<file path="config.mk">
export PLATFORM = sky130hd
export DESIGN_NAME = hdpldadapt_cmn_cp_bond_ctrl_flat
export DESIGN_NICKNAME = d
export VERILOG_FILES = /design/src/rtl/hdpldadapt_cmn_cp_bond_ctrl_if.sv /design/src/rtl/hdpldadapt_cmn_cp_bond_ctrl.sv /design/src/flat_wrapper.sv
export SDC_FILE = /design/constraint.sdc
export NUM_CORES = 1
export LEC_CHECK = 0
export ABC_AREA = 1
export BUFFER_PORTS_ARGS = -buffer_cell sky130_fd_sc_hd__buf_2
export CORE_MARGIN = 2
export CORE_UTILIZATION = 52
export DETAILED_ROUTE_END_ITERATION = 16
export GPL_ROUTABILITY_DRIVEN = 0
export PLACE_DENSITY = 0.79
export SYNTH_ARGS = -nofsm -noshare
export SYNTH_HDL_FRONTEND = slang
export SYNTH_SLANG_ARGS = --single-unit
export TNS_END_PERCENT = 20
</file>
<file path="constraint.sdc">
create_clock -name clk -period 1.9 [get_ports clk]
set_input_delay 0.285 -clock clk [delete_from_list [all_inputs] [get_ports clk]]
set_output_delay 0.285 -clock clk [all_outputs]
set_load 0.03 [all_outputs]
</file>
<file path="src/rtl/hdpldadapt_cmn_cp_bond_ctrl_if.sv">
// Bonding-chain bundle interface: local master bundle, neighbour inputs,
// and the distributed outputs/taps of one bonding slice.
interface hdpldadapt_cmn_cp_bond_ctrl_if #(
    parameter int unsigned WIDTH = 1
);
    logic [WIDTH-1:0] master_in;
    logic [WIDTH-1:0] us_in;
    logic [WIDTH-1:0] ds_in;
    logic [WIDTH-1:0] us_out;
    logic [WIDTH-1:0] ds_out;
    logic [WIDTH-1:0] us_tap;
    logic [WIDTH-1:0] ds_tap;

    modport master (
        output master_in,
        output us_in,
        output ds_in,
        input  us_out,
        input  ds_out,
        input  us_tap,
        input  ds_tap
    );

    modport slave (
        input  master_in,
        input  us_in,
        input  ds_in,
        output us_out,
        output ds_out,
        output us_tap,
        output ds_tap
    );
endinterface

</file>
<file path="src/rtl/hdpldadapt_cmn_cp_bond_ctrl.sv">
// Channel-bonding control-plane slice: distributes the control bundle along the
// bonding chain, aligns the local channel to the trigger and watches for loss of bond.
module hdpldadapt_cmn_cp_bond_ctrl #(
    parameter int unsigned WIDTH           = 1,
    parameter int unsigned CNTWIDTH        = 8,
    parameter int unsigned LOSSWIDTH       = 4,
    parameter logic        ASYNC_RESET_VAL = 1'b0
) (
    input  logic                 clk,
    input  logic                 rst_n,
    input  logic                 srst_n,
    input  logic                 data_enable,
    input  logic                 r_us_master,
    input  logic                 r_ds_master,
    input  logic                 r_us_bypass_pipeln,
    input  logic                 r_ds_bypass_pipeln,
    input  logic [1:0]           r_compin_sel,
    input  logic [CNTWIDTH-1:0]  r_comp_cnt,
    input  logic                 r_double_en,
    input  logic [LOSSWIDTH-1:0] r_loss_cnt,
    input  logic                 r_bonding_dft_in_en,
    input  logic                 r_bonding_dft_in_value,
    input  logic                 rearm,
    hdpldadapt_cmn_cp_bond_ctrl_if.slave bus,
    output logic                 compin_sel,
    output logic                 comp_out_en,
    output logic [1:0]           bond_state,
    output logic                 bond_lost,
    output logic [15:0]          testbus
);
    typedef enum logic [1:0] {
        ST_IDLE  = 2'd0,
        ST_COUNT = 2'd1,
        ST_DONE  = 2'd2,
        ST_LOST  = 2'd3
    } state_e;

    localparam int unsigned CW = CNTWIDTH + 1;

    logic [WIDTH-1:0]     us_in_gated_s;
    logic [WIDTH-1:0]     ds_in_gated_s;
    logic [WIDTH-1:0]     us_src_s;
    logic [WIDTH-1:0]     ds_src_s;
    logic [WIDTH-1:0]     us_d;
    logic [WIDTH-1:0]     ds_d;
    logic [WIDTH-1:0]     us_q;
    logic [WIDTH-1:0]     ds_q;
    logic                 trig_s;
    logic                 loss_hit_s;
    logic [CW-1:0]        tgt_s;
    logic [CW-1:0]        cnt_q;
    logic [LOSSWIDTH-1:0] lcnt_q;
    logic [7:0]           cnt_dbg_s;
    state_e               state_q;
    logic                 bond_lost_q;
    logic                 comp_out_en_q;

    // Neighbour scan gating and stream source selection
    always_comb begin
        us_in_gated_s = bus.us_in;
        ds_in_gated_s = bus.ds_in;
        if (r_bonding_dft_in_en) begin
            us_in_gated_s = {WIDTH{r_bonding_dft_in_value}};
            ds_in_gated_s = {WIDTH{r_bonding_dft_in_value}};
        end else begin
            us_in_gated_s = bus.us_in;
            ds_in_gated_s = bus.ds_in;
        end
        if (r_us_master) begin
            us_src_s = bus.master_in;
        end else begin
            us_src_s = ds_in_gated_s;
        end
        if (r_ds_master) begin
            ds_src_s = bus.master_in;
        end else begin
            ds_src_s = us_in_gated_s;
        end
        us_d = us_src_s;
        ds_d = ds_src_s;
    end

    // Trigger selection, compensation target and loss-threshold detect
    always_comb begin
        trig_s     = 1'b0;
        tgt_s      = {1'b0, r_comp_cnt};
        loss_hit_s = 1'b0;
        case (r_compin_sel)
            2'd0:    trig_s = bus.master_in[0];
            2'd1:    trig_s = us_src_s[0];
            2'd2:    trig_s = ds_src_s[0];
            default: trig_s = 1'b0;
        endcase
        if (r_double_en) begin
            tgt_s = {r_comp_cnt, 1'b0};
        end else begin
            tgt_s = {1'b0, r_comp_cnt};
        end
        // A threshold of zero turns loss detection off entirely
        if ((r_loss_cnt != {LOSSWIDTH{1'b0}}) && !trig_s &&
            (lcnt_q == (r_loss_cnt - LOSSWIDTH'(1)))) begin
            loss_hit_s = 1'b1;
        end else begin
            loss_hit_s = 1'b0;
        end
    end

    // Per-direction pipeline registers
    always_ff @(posedge clk or negedge rst_n) begin
        if (!rst_n) begin
            us_q <= {WIDTH{ASYNC_RESET_VAL}};
            ds_q <= {WIDTH{ASYNC_RESET_VAL}};
        end else if (!srst_n) begin
            us_q <= {WIDTH{ASYNC_RESET_VAL}};
            ds_q <= {WIDTH{ASYNC_RESET_VAL}};
        end else if (data_enable) begin
            us_q <= us_d;
            ds_q <= ds_d;
        end else begin
            us_q <= us_q;
            ds_q <= ds_q;
        end
    end

    // Compensation / loss-of-bond FSM with registered status outputs
    always_ff @(posedge clk or negedge rst_n) begin
        if (!rst_n) begin
            state_q       <= ST_IDLE;
            cnt_q         <= {CW{1'b0}};
            lcnt_q        <= {LOSSWIDTH{1'b0}};
            bond_lost_q   <= 1'b0;
            comp_out_en_q <= 1'b0;
        end else if (!srst_n) begin
            state_q       <= ST_IDLE;
            cnt_q         <= {CW{1'b0}};
            lcnt_q        <= {LOSSWIDTH{1'b0}};
            bond_lost_q   <= 1'b0;
            comp_out_en_q <= 1'b0;
        end else if (data_enable) begin
            if (rearm) begin
                state_q       <= ST_IDLE;
                cnt_q         <= {CW{1'b0}};
                lcnt_q        <= {LOSSWIDTH{1'b0}};
                bond_lost_q   <= 1'b0;
                comp_out_en_q <= 1'b0;
            end else begin
                case (state_q)
                    ST_IDLE: begin
                        cnt_q <= {CW{1'b0}};
                        if (trig_s) begin
                            if (tgt_s == {CW{1'b0}}) begin
                                state_q       <= ST_DONE;
                                comp_out_en_q <= 1'b1;
                            end else begin
                                state_q <= ST_COUNT;
                                cnt_q   <= CW'(1);
                            end
                        end
                    end
                    ST_COUNT: begin
                        if (cnt_q == tgt_s) begin
                            state_q       <= ST_DONE;
                            comp_out_en_q <= 1'b1;
                        end else begin
                            cnt_q <= cnt_q + CW'(1);
                        end
                    end
                    ST_DONE: begin
                        if (trig_s) begin
                            lcnt_q <= {LOSSWIDTH{1'b0}};
                        end else begin
                            lcnt_q <= lcnt_q + LOSSWIDTH'(1);
                        end
                        if (loss_hit_s) begin
                            state_q       <= ST_LOST;
                            bond_lost_q   <= 1'b1;
                            comp_out_en_q <= 1'b0;
                        end
                    end
                    ST_LOST: begin
                        state_q <= ST_LOST;
                    end
                    default: begin
                        state_q       <= ST_IDLE;
                        comp_out_en_q <= 1'b0;
                    end
                endcase
            end
        end
    end

    generate
        if (CW >= 8) begin : g_dbg_trunc
            assign cnt_dbg_s = cnt_q[7:0];
        end else begin : g_dbg_ext
            assign cnt_dbg_s = {{(8 - CW){1'b0}}, cnt_q};
        end
    endgenerate

    assign bus.us_tap  = us_src_s;
    assign bus.ds_tap  = ds_src_s;
    assign bus.us_out  = r_us_bypass_pipeln ? us_src_s : us_q;
    assign bus.ds_out  = r_ds_bypass_pipeln ? ds_src_s : ds_q;
    assign compin_sel  = trig_s;
    assign comp_out_en = comp_out_en_q;
    assign bond_state  = state_q;
    assign bond_lost   = bond_lost_q;
    assign testbus     = {state_q, bond_lost_q, comp_out_en_q, trig_s, bus.master_in[0],
                          us_src_s[0], ds_src_s[0], cnt_dbg_s};
endmodule

</file>
<file path="src/flat_wrapper.sv">
// flat-port wrapper written by rule: the top's interface ports become plain ports
module hdpldadapt_cmn_cp_bond_ctrl_flat 
#(
    parameter int unsigned WIDTH           = 1,
    parameter int unsigned CNTWIDTH        = 8,
    parameter int unsigned LOSSWIDTH       = 4,
    parameter logic        ASYNC_RESET_VAL = 1'b0
)
  (clk, rst_n, srst_n, data_enable, r_us_master, r_ds_master, r_us_bypass_pipeln, r_ds_bypass_pipeln, r_compin_sel, r_comp_cnt, r_double_en, r_loss_cnt, r_bonding_dft_in_en, r_bonding_dft_in_value, rearm, compin_sel, comp_out_en, bond_state, bond_lost, testbus, bus_master_in, bus_us_in, bus_ds_in, bus_us_out, bus_ds_out, bus_us_tap, bus_ds_tap);
  hdpldadapt_cmn_cp_bond_ctrl_if #(.WIDTH(WIDTH)) bus_i ();
  input  logic clk;
  input  logic rst_n;
  input  logic srst_n;
  input  logic data_enable;
  input  logic r_us_master;
  input  logic r_ds_master;
  input  logic r_us_bypass_pipeln;
  input  logic r_ds_bypass_pipeln;
  input  logic [1:0] r_compin_sel;
  input  logic [CNTWIDTH-1:0] r_comp_cnt;
  input  logic r_double_en;
  input  logic [LOSSWIDTH-1:0] r_loss_cnt;
  input  logic r_bonding_dft_in_en;
  input  logic r_bonding_dft_in_value;
  input  logic rearm;
  output logic compin_sel;
  output logic comp_out_en;
  output logic [1:0] bond_state;
  output logic bond_lost;
  output logic [15:0] testbus;
  input wire logic [$bits(bus_i.master_in)-1:0] bus_master_in;
  input wire logic [$bits(bus_i.us_in)-1:0] bus_us_in;
  input wire logic [$bits(bus_i.ds_in)-1:0] bus_ds_in;
  output wire logic [$bits(bus_i.us_out)-1:0] bus_us_out;
  output wire logic [$bits(bus_i.ds_out)-1:0] bus_ds_out;
  output wire logic [$bits(bus_i.us_tap)-1:0] bus_us_tap;
  output wire logic [$bits(bus_i.ds_tap)-1:0] bus_ds_tap;
  assign bus_i.master_in = bus_master_in;
  assign bus_i.us_in = bus_us_in;
  assign bus_i.ds_in = bus_ds_in;
  assign bus_us_out = bus_i.us_out;
  assign bus_ds_out = bus_i.ds_out;
  assign bus_us_tap = bus_i.us_tap;
  assign bus_ds_tap = bus_i.ds_tap;
  hdpldadapt_cmn_cp_bond_ctrl #(.WIDTH(WIDTH), .CNTWIDTH(CNTWIDTH), .LOSSWIDTH(LOSSWIDTH), .ASYNC_RESET_VAL(ASYNC_RESET_VAL)) u_core (.clk(clk), .rst_n(rst_n), .srst_n(srst_n), .data_enable(data_enable), .r_us_master(r_us_master), .r_ds_master(r_ds_master), .r_us_bypass_pipeln(r_us_bypass_pipeln), .r_ds_bypass_pipeln(r_ds_bypass_pipeln), .r_compin_sel(r_compin_sel), .r_comp_cnt(r_comp_cnt), .r_double_en(r_double_en), .r_loss_cnt(r_loss_cnt), .r_bonding_dft_in_en(r_bonding_dft_in_en), .r_bonding_dft_in_value(r_bonding_dft_in_value), .rearm(rearm), .bus(bus_i), .compin_sel(compin_sel), .comp_out_en(comp_out_en), .bond_state(bond_state), .bond_lost(bond_lost), .testbus(testbus));
endmodule
</file>
; ---- Yosys cells after proc, flatten, opt, wreduce, memory -nomap -nowiden
; Cells that the tools add are included.
[classes]
add_sub_neg = 3
mul = 0
n_div = 0
magnitude_cmp = 0
n_eq_ne = 17
shift = 0
n_mux = 46
bitwise_logic = 0
n_reduce_logical = 12
[ops]
columns = op, count
row1 = $mux W9, 6
row2 = $mux W1, 24
row3 = $mux W4, 5
row4 = $pmux W9 S2, 1
row5 = $mux W2, 7
row6 = $ne A4 B3 Y1 const B, 3
row7 = $add A9 B1 Y9 const B, 1
row8 = $eq A9 B9 Y1, 1
row9 = $logic_not A9 Y1, 1
row10 = $ne A4 B4 Y1 const B, 2
row11 = $pmux W2 S4, 1
row12 = $eq A2 B2 Y1 const B, 3
row13 = $ne A3 B1 Y1 const B, 2
row14 = $pmux W1 S3, 2
row15 = $reduce_and A3 Y1, 2
row16 = $reduce_and A6 Y1, 1
row17 = $ne A5 B1 Y1 const B, 1
row18 = $add A4 B1 Y4 const B, 1
row19 = $eq A2 B1 Y1 const B, 2
row20 = $eq A4 B4 Y1, 1
row21 = $logic_not A2 Y1, 2
row22 = $ne A4 B1 Y1 const B, 1
row23 = $reduce_and A4 Y1, 1
row24 = $reduce_bool A4 Y1, 1
row25 = other kinds (5), 6
[totals]
reg_bits = 19
latchBits = 0
mem_bits_rw = 0
rom_bits = 0
inputBits = 29
output_inout_bits = 25
word_cells = 85
memories = 0

; ---- Logic depth before layout (Yosys ltp)
; Gate-level depths: netlist of run 1.
[logic_depth]
ltp_word = 12
ltp_mapped = 14

; ---- Worst setup path before layout of run 1
; OpenSTA, ideal clock, no wires.
[synth_path]
kind = register to register
from = register u_core.state_q[0] (netlist: u_core.bond_state[0])
to = register u_core.cnt_q[7]
setup_ns = 0.120
t_arrival_ns = 1.570
required_ns = 1.780
slack_ns = 0.210
stages_incl_launch_ff = 11
synth_period_minus_slack_ns = 1.690
cell_sequence = dfrtp_1 > inv_1 > nor2_1 > inv_1 > nor2_2 > inv_1 > nand2_1 > nand2_4 > buf_6 > nand2_1 > o21ai_2
[synth_via]
elab_chain_len = 5
word_cells_on_any_way = 9
cone_classes = 3 x eq/ne / 4 x mux / 2 x reduce/logical
[synth_rtl]
columns = item, line
row1 = "start, declared", hdpldadapt_cmn_cp_bond_ctrl.sv:54  ; state_e state_q;
row2 = "start signal, assigned", hdpldadapt_cmn_cp_bond_ctrl.sv:128  ; state_q <= ST_IDLE;
row3 = "start signal, assigned", hdpldadapt_cmn_cp_bond_ctrl.sv:134  ; state_q <= ST_IDLE;
row4 = "start signal, assigned", hdpldadapt_cmn_cp_bond_ctrl.sv:141  ; state_q <= ST_IDLE;
row5 = $eq A2 B1 Y1 / $logic_not A2 Y1 (equally long branches), hdpldadapt_cmn_cp_bond_ctrl.sv:147  ; case (state_q)
row6 = $pmux W9 S2, hdpldadapt_cmn_cp_bond_ctrl.sv:147
row7 = $mux W9, hdpldadapt_cmn_cp_bond_ctrl.sv:140  ; if (rearm) begin
row8 = $mux W9, hdpldadapt_cmn_cp_bond_ctrl.sv:139  ; end else if (data_enable) begin
row9 = $mux W9, hdpldadapt_cmn_cp_bond_ctrl.sv:133  ; end else if (!srst_n) begin
row10 = "end signal, assigned", hdpldadapt_cmn_cp_bond_ctrl.sv:135  ; cnt_q <= {CW{1'b0}};
row11 = "end signal, assigned", hdpldadapt_cmn_cp_bond_ctrl.sv:142  ; cnt_q <= {CW{1'b0}};
row12 = "end signal, assigned", hdpldadapt_cmn_cp_bond_ctrl.sv:149  ; cnt_q <= {CW{1'b0}};
row13 = "end, declared", hdpldadapt_cmn_cp_bond_ctrl.sv:51  ; logic [CW-1:0] cnt_q;
; Several ways; a longest one is shown, not always the timed one. The select of a mux whose other input is x is not followed.
; A chain may end at the register's enable or synchronous reset.

; ---- Worst setup path in the final report of run 1
[layout_path]
from = register u_core.cnt_q[0]
to = register u_core.cnt_q[8]
[layout_via]
elab_chain_len = 6
word_cells_on_any_way = 9
cone_classes = 1 x add/sub / 2 x eq/ne / 5 x mux / 1 x reduce/logical
[layout_rtl]
columns = item, line
row1 = "start signal, assigned", hdpldadapt_cmn_cp_bond_ctrl.sv:129  ; cnt_q <= {CW{1'b0}};
row2 = "start signal, assigned", hdpldadapt_cmn_cp_bond_ctrl.sv:135
row3 = "start signal, assigned", hdpldadapt_cmn_cp_bond_ctrl.sv:142
row4 = $add A9 B1 Y9, hdpldadapt_cmn_cp_bond_ctrl.sv:165  ; cnt_q <= cnt_q + CW'(1);
row5 = $mux W9, hdpldadapt_cmn_cp_bond_ctrl.sv:161  ; if (cnt_q == tgt_s) begin
row6 = $pmux W9 S2, hdpldadapt_cmn_cp_bond_ctrl.sv:147
row7 = $mux W9, hdpldadapt_cmn_cp_bond_ctrl.sv:140
row8 = $mux W9, hdpldadapt_cmn_cp_bond_ctrl.sv:139
row9 = $mux W9, hdpldadapt_cmn_cp_bond_ctrl.sv:133
; Several ways; a longest one is shown, not always the timed one. The select of a mux whose other input is x is not followed.

==> results of run 1 <==
## cells by family after synthesis
kind of cell	count (synthesis)	synth area share [%]
DFF	19	25.8
and+or+nand+nor	174	41.2
buffers and inverters	66	17.5
adders and majority gates	4	2.72
xor gates and xnor gates	7	3.33
AOI/OAI and AO/OA	28	9.38
## through the flow
| step | instances | instance area [um^2] | setup slack [ns] |
|---|---|---|---|
| after CTS | 386 | 2070 | 0.287 |
| after global routing | 386 | 2070 | 0.0624 |
| after detailed placement | 381 | 2040 | 0.138 |
| after floorplan | 298 | 1840 | 0.210 |
| final | 386 | 2070 | 0.255 |
| after global placement | 381 | 2040 | 0.190 |
## sequential cells by signal, summed over array words and instances (netlist names)
register and count:
u_core.ds_q 1, u_core.us_q 1, u_core.bond_state 2, u_core.comp_out_en 1
u_core.lcnt_q 4, u_core.bond_lost 1, u_core.cnt_q 9
## routing by layer
layer | global-route usage, % | wire length [um] | vias to the layer above
met5 | 0 | 0 | -
met4 | 4.08 | 22 | 0
met3 | 2.50 | 184 | 4
met2 | 34.9 | 1740 | 51
met1 | 27.7 | 1900 | 812
li1 | - | - | 1001
## synth_stat cells, drive strengths merged
cell / number
a21oi: 9
o22ai: 2
a31oi: 1
dfrtp: 19
or2: 1
nand4: 4
o32ai: 1
ha: 4
buf: 18
o21ai: 14
inv: 48
nor2: 30
nor3: 3
xor2: 6
o31ai: 1
xnor2: 1
nand3b: 1
nand3: 34
nand2: 101
## cell usage in the layout, fill, tap and decap left out, drive strengths merged, types with 2 or more instances in the layout
cell / Yosys / final
a21oi: 9 / 9
buf: 18 / 55
clkbuf: 0 / 3
dfrtp: 19 / 19
ha: 4 / 4
inv: 48 / 48
nand2: 101 / 101
nand3: 34 / 34
nand4: 4 / 4
nor2: 30 / 30
nor3: 3 / 3
o21ai: 14 / 14
o22ai: 2 / 2
xor2: 6 / 6
## final cells by class
cell class                 instances  area share [%]
clock buffer                       3            1.09
clock inverter                     1           0.241
inverter                          48            8.69
multi-input combinational        213            50.3
sequential                        19            22.9
tap                               46            2.78
timing repair buffer              56            14.0
## worst max path at each step
stage	end	slack, ns	cells past startpoint
global placement	u_core.bond_state[0]$_DFFE_PN0P_	0.19	15
CTS	u_core.cnt_q[8]$_DFFE_PN0P_	0.29	9
global route	u_core.cnt_q[8]$_DFFE_PN0P_	0.06	9
floorplan	u_core.cnt_q[7]$_DFFE_PN0P_	0.21	10
detailed placement	u_core.bond_state[1]$_DFFE_PN0P_	0.14	15
finish	u_core.cnt_q[8]$_DFFE_PN0P_	0.26	9
## critical path: cells and delay by family (launching register included)
| family | cells | cell delay (ns) |
|---|---|---|
| AOI/OAI and AO/OA | 1 | 0.05 |
| xor gates and xnor gates | 1 | 0.15 |
| adders and majority gates | 1 | 0.22 |
| DFF | 1 | 0.48 |
| and+or+nand+nor | 6 | 0.63 |
## power by group
group	total (uW)	switching [uW]	internal, uW
registers	440	17.2	423
logic	400	271	129
clock network	211	133	78.5
total	1050	421	630
==> results.sh, run 1 <==
export IMPL_status="complete, no violations"
export IMPL_ir_drop_v=0.000334
export IMPL_synthDistinctLibCells=26
export IMPL_worst_ep_required_time_ns=2.09
export IMPL_die_y_um=63.5
export IMPL_clockBufferDepth=2
export IMPL_nNetsFinal=374
export IMPL_synth_top_area_cell="dfrtp_1"
export IMPL_drive_above_1_share_pct=23.5
export IMPL_reg2reg_from="u_core.cnt_q[0]$_DFFE_PN0P_"
export IMPL_first_iter_violations=80
export IMPL_worstPathArrival_ns=1.84
export IMPL_clock_skew_ns=0.0108
export IMPL_worstPathMaxFanout=6
export IMPL_portBuffers=53
export IMPL_place_hpwl_um=3140
export IMPL_core_area_um2=3360
export IMPL_dieArea_um2=4030
export IMPL_tritoncts="done"
export IMPL_fillers=340
export IMPL_synth_top_cell_area_share_pct=25.8
export IMPL_antenna_found_initial=0
export IMPL_hold_violations=0
export IMPL_hold_ws_ns=0.267
export IMPL_max_cap_viol_count=0
export IMPL_firstDrtPassIters=4
export IMPL_yosys_register_bits=19
export IMPL_synth_avg_cell_area_um2=6.18
export IMPL_min_path_cells=4
export IMPL_postCtsHoldBufs=1
export IMPL_slew_headroom_pct=70.2
export IMPL_setup_viol=0
export IMPL_ys_seq_area_share_pct=25.8
export IMPL_power_uw=1050
export IMPL_routed_wl_um=3850
export IMPL_grt_first_pass_wirelength_um=6840
export IMPL_numCtsBuffers=3
export IMPL_min_to="u_core.cnt_q[5]$_DFFE_PN0P_"
export IMPL_insertion_delay_ns=0.30
export IMPL_min_period_ns=1.64
export IMPL_grt_pass1_vias=1676
export IMPL_tightest_slew_ns=0.447
export IMPL_ant_nets=0
export IMPL_grt_setup_unrepaired="no"
export IMPL_critPathLaunchType="register"
export IMPL_io_pins=54
export IMPL_overflow=0
export IMPL_post_cts_buffers=0
export IMPL_cts_resized=0
export IMPL_grt_max_degree=20
export IMPL_fin_crit_sh_pct=86.6
export IMPL_yosys_warnings=0
export IMPL_netlist_instances=298
export IMPL_fp_row_count=21
export IMPL_via_per_inst=4.84
export IMPL_cp_common_cell="nor2_1"
export IMPL_path_clk_slew_ns=0.12
export IMPL_start_util_pct=54.7
export IMPL_fmax_ghz=0.608
export IMPL_area_growth_pct=12.6
export IMPL_drc=0
export IMPL_clock_sink_count=19
export IMPL_synthTopCellsByArea="dfrtp_1, nand2_1, inv_1"
export IMPL_crit_slowest_cell="dfrtp_1"
export IMPL_regArea_um2=475
export IMPL_htreeDepth=1
export IMPL_worstHoldStart="rearm"
export IMPL_multiInputGateArea_um2=1040
export IMPL_p_per_area_nw_per_um2=507
export IMPL_die_w_um=63.5
export IMPL_path_cells="ha_1 -> nand3_1 -> nor2_1 -> nand2_1 -> nor2_1 -> xor2_1 -> nor2_1 -> nand2_1 -> o21ai_2"
export IMPL_p_leak_uw=0.00119
export IMPL_slew_violations=0
export IMPL_crit_path_end_kind="register"
export IMPL_routedWlPerCell_um=9.96
export IMPL_antenna_cells=0
export IMPL_vias=1868
export IMPL_crit_type="reg -> reg"
export IMPL_utilization_pct=61.6
export IMPL_hold_path_class="in -> reg"
export IMPL_cts_root_buf="clkbuf_4"
export IMPL_worst_r2r_setup_slack_ns=0.26
export IMPL_r2r_cells=9
export IMPL_setup_tns_ns=0
export IMPL_crit_start="u_core.cnt_q[0]$_DFFE_PN0P_"
export IMPL_r2r_end="u_core.cnt_q[8]$_DFFE_PN0P_"
export IMPL_grt_usage_pct=20.4
export IMPL_slowest_delay_ns=0.48
export IMPL_syn_nets=331
export IMPL_netlist_area_um2=1840
No activity file was read; power rests on OpenSTA's default activity.
==> inputs of run 2 (changes only) <==
--- a/config.mk
+++ b/config.mk
@@ -8,10 +8,11 @@
 export ABC_AREA = 1
 export BUFFER_PORTS_ARGS = -buffer_cell sky130_fd_sc_hd__buf_2
 export CORE_MARGIN = 2
-export CORE_UTILIZATION = 52
+export CORE_UTILIZATION = 54
+export CTS_BUF_LIST = sky130_fd_sc_hd__clkbuf_8
 export DETAILED_ROUTE_END_ITERATION = 16
 export GPL_ROUTABILITY_DRIVEN = 0
-export PLACE_DENSITY = 0.79
+export PLACE_DENSITY = 0.82
 export SYNTH_ARGS = -nofsm -noshare
 export SYNTH_HDL_FRONTEND = slang
 export SYNTH_SLANG_ARGS = --single-unit
==> results.sh, run 2 (synthesis results as in run 1) <==
export IMPL_reg2reg_from="u_core.cnt_q[1]$_DFFE_PN0P_"
export IMPL_io_pins=54
export IMPL_r2r_cells=9
export IMPL_grt_first_pass_wirelength_um=7160
export IMPL_utilization_pct=63.3
export IMPL_tritoncts="done"
export IMPL_final_cell_mix="nand2_1, buf_2, inv_1"
export IMPL_cp_endpoint="u_core.cnt_q[8]$_DFFE_PN0P_"
export IMPL_numCtsBuffers=3
export IMPL_firstDrtPassIters=4
export IMPL_top_register="u_core.cnt_q"
export IMPL_place_hpwl_um=3200
export IMPL_dieArea_um2=3890
export IMPL_p_leak_uw=0.00120
export IMPL_nNetsFinal=374
export IMPL_crit_type="reg -> reg"
export IMPL_layout_commonest_cell="nand2_1"
export IMPL_path_clk_slew_ns=0.08
export IMPL_clockBufferDepth=2
export IMPL_die_w_um=62.4
export IMPL_crit_path_end_kind="register"
export IMPL_clock_skew_ns=0.00466
export IMPL_finalNonFillerCells=386
export IMPL_slowest_delay_ns=0.46
export IMPL_overflow=0
export IMPL_setup_tns_ns=0
export IMPL_portBuffers=53
export IMPL_antenna_found_initial=0
export IMPL_min_period_ns=1.65
export IMPL_area_growth_pct=13.8
export IMPL_status="complete, no violations"
export IMPL_vias=1853
export IMPL_routedWlPerCell_um=10.3
export IMPL_antenna_cells=0
export IMPL_die_y_um=62.4
export IMPL_insertion_delay_ns=0.26
export IMPL_ant_nets=0
export IMPL_slew_headroom_pct=70.0
export IMPL_cp_common_cell="nor2_1"
export IMPL_ir_drop_v=0.000415
export IMPL_fp_row_count=21
export IMPL_grt_pass1_vias=1699
export IMPL_routed_wl_um=3980
export IMPL_cts_resized=0
export IMPL_dp_cells=381
export IMPL_clock_sink_count=19
export IMPL_max_cap_viol_count=0
export IMPL_slew_violations=0
export IMPL_path_cells="ha_1 -> nand3_1 -> nor2_1 -> nand2_1 -> nor2_1 -> xor2_1 -> nor2_1 -> nand2_1 -> o21ai_2"
export IMPL_drc=0
export IMPL_core_area_um2=3310
export IMPL_grt_usage_pct=21.9
export IMPL_start_util_pct=55.6
export IMPL_worstPathMaxFanout=6
export IMPL_hold_violations=0
export IMPL_cts_root_buf="clkbuf_8"
export IMPL_worst_ep_required_time_ns=2.05
export IMPL_crit_slowest_cell="dfrtp_1"
export IMPL_worst_r2r_setup_slack_ns=0.25
export IMPL_via_per_inst=4.80
export IMPL_largest_register_ffs=9
export IMPL_setup_viol=0
export IMPL_first_iter_violations=79
export IMPL_grt_max_degree=20
export IMPL_hold_path_class="in -> reg"
export IMPL_crit_start="u_core.cnt_q[1]$_DFFE_PN0P_"
export IMPL_worstPathArrival_ns=1.80
export IMPL_fin_crit_sh_pct=86.8
export IMPL_hold_ws_ns=0.313
export IMPL_r2r_end="u_core.cnt_q[8]$_DFFE_PN0P_"
export IMPL_tightest_slew_ns=0.450
export IMPL_fmax_ghz=0.607
export IMPL_critPathLaunchType="register"
export IMPL_p_per_area_nw_per_um2=542
export IMPL_grt_setup_unrepaired="no"
export IMPL_htreeDepth=1
export IMPL_drive_above_1_share_pct=23.5
-- run 2: cell count changes in the layout (fill, tap and decap cells not counted), sizes merged --
cell      change
clkinvlp      +1
clkinv        -1
-- run 2: how the worst min path moves through the flow --
| stage | slack [ns] | cells past startpoint | to | start |
|---|---|---|---|---|
| 2_1_floorplan | -0.01 | 0 | u_core.bond_lost$_DFFE_PN0P_ | rst_n |
| 3_3_place_gp | 0.25 | 1 | u_core.cnt_q[8]$_DFFE_PN0P_ | rst_n |
| 3_5_place_dp | 0.25 | 1 | u_core.cnt_q[8]$_DFFE_PN0P_ | rst_n |
| 4_1_cts | 0.31 | 4 | u_core.cnt_q[5]$_DFFE_PN0P_ | rearm |
| 5_1_grt | 0.34 | 3 | u_core.ds_q$_DFFE_PN0N_ | data_enable |
| 6_report | 0.31 | 4 | u_core.cnt_q[5]$_DFFE_PN0P_ | rearm |
-- run 2: report_power, final --
group | switching (uW) | internal (uW) | total, uW
sequential | 18.2 | 423 | 441
clock | 145 | 148 | 292
combinational | 273 | 129 | 401
total | 435 | 700 | 1130
-- run 2: repair_timing --
action | 4_1_cts | 5_1_grt
hold endpoints to repair | 19 | 0
buffers inserted | 0 | 0
hold buffers | 1 | 0
endpoints found under the setup margin | 0 | 0
-- run 2: per-layer routing --
metal | global-route usage, % | vias to the layer above | wire length (um)
met5 | 0 | - | 0
met4 | 5.00 | 0 | 42
met3 | 2.16 | 4 | 177
met2 | 37.4 | 47 | 1780
met1 | 30.3 | 795 | 1980
li1 | - | 1007 | -
-- run 2: cell type report --
type                       count  area [um^2]
sequential                    19          475
clock inverter                 1         7.51
inverter                      48          180
tap                           46         57.6
fill                         326         1220
clock buffer                   3         41.3
timing repair buffer          56          290
multi-input combinational    213         1040
-- run 2: critical path: cells and delay by family, from the launching register on --
kind                       cells  cell delay [ns]
DFF                            1             0.46
xor gates and xnor gates       1             0.16
AOI/OAI and AO/OA              1             0.05
and+or+nand+nor                6             0.64
adders and majority gates      1             0.22
-- run 2: per-stage QoR --
step           instance area (um^2)  total power [uW]  worst slack [ns]
3_5_place_dp                   2040               849             0.132
6_report                       2090              1130             0.252
4_1_cts                        2090              1150             0.272
2_1_floorplan                  1840               750             0.210
5_1_grt                        2090              1210             0.110
3_3_place_gp                   2040               843             0.185
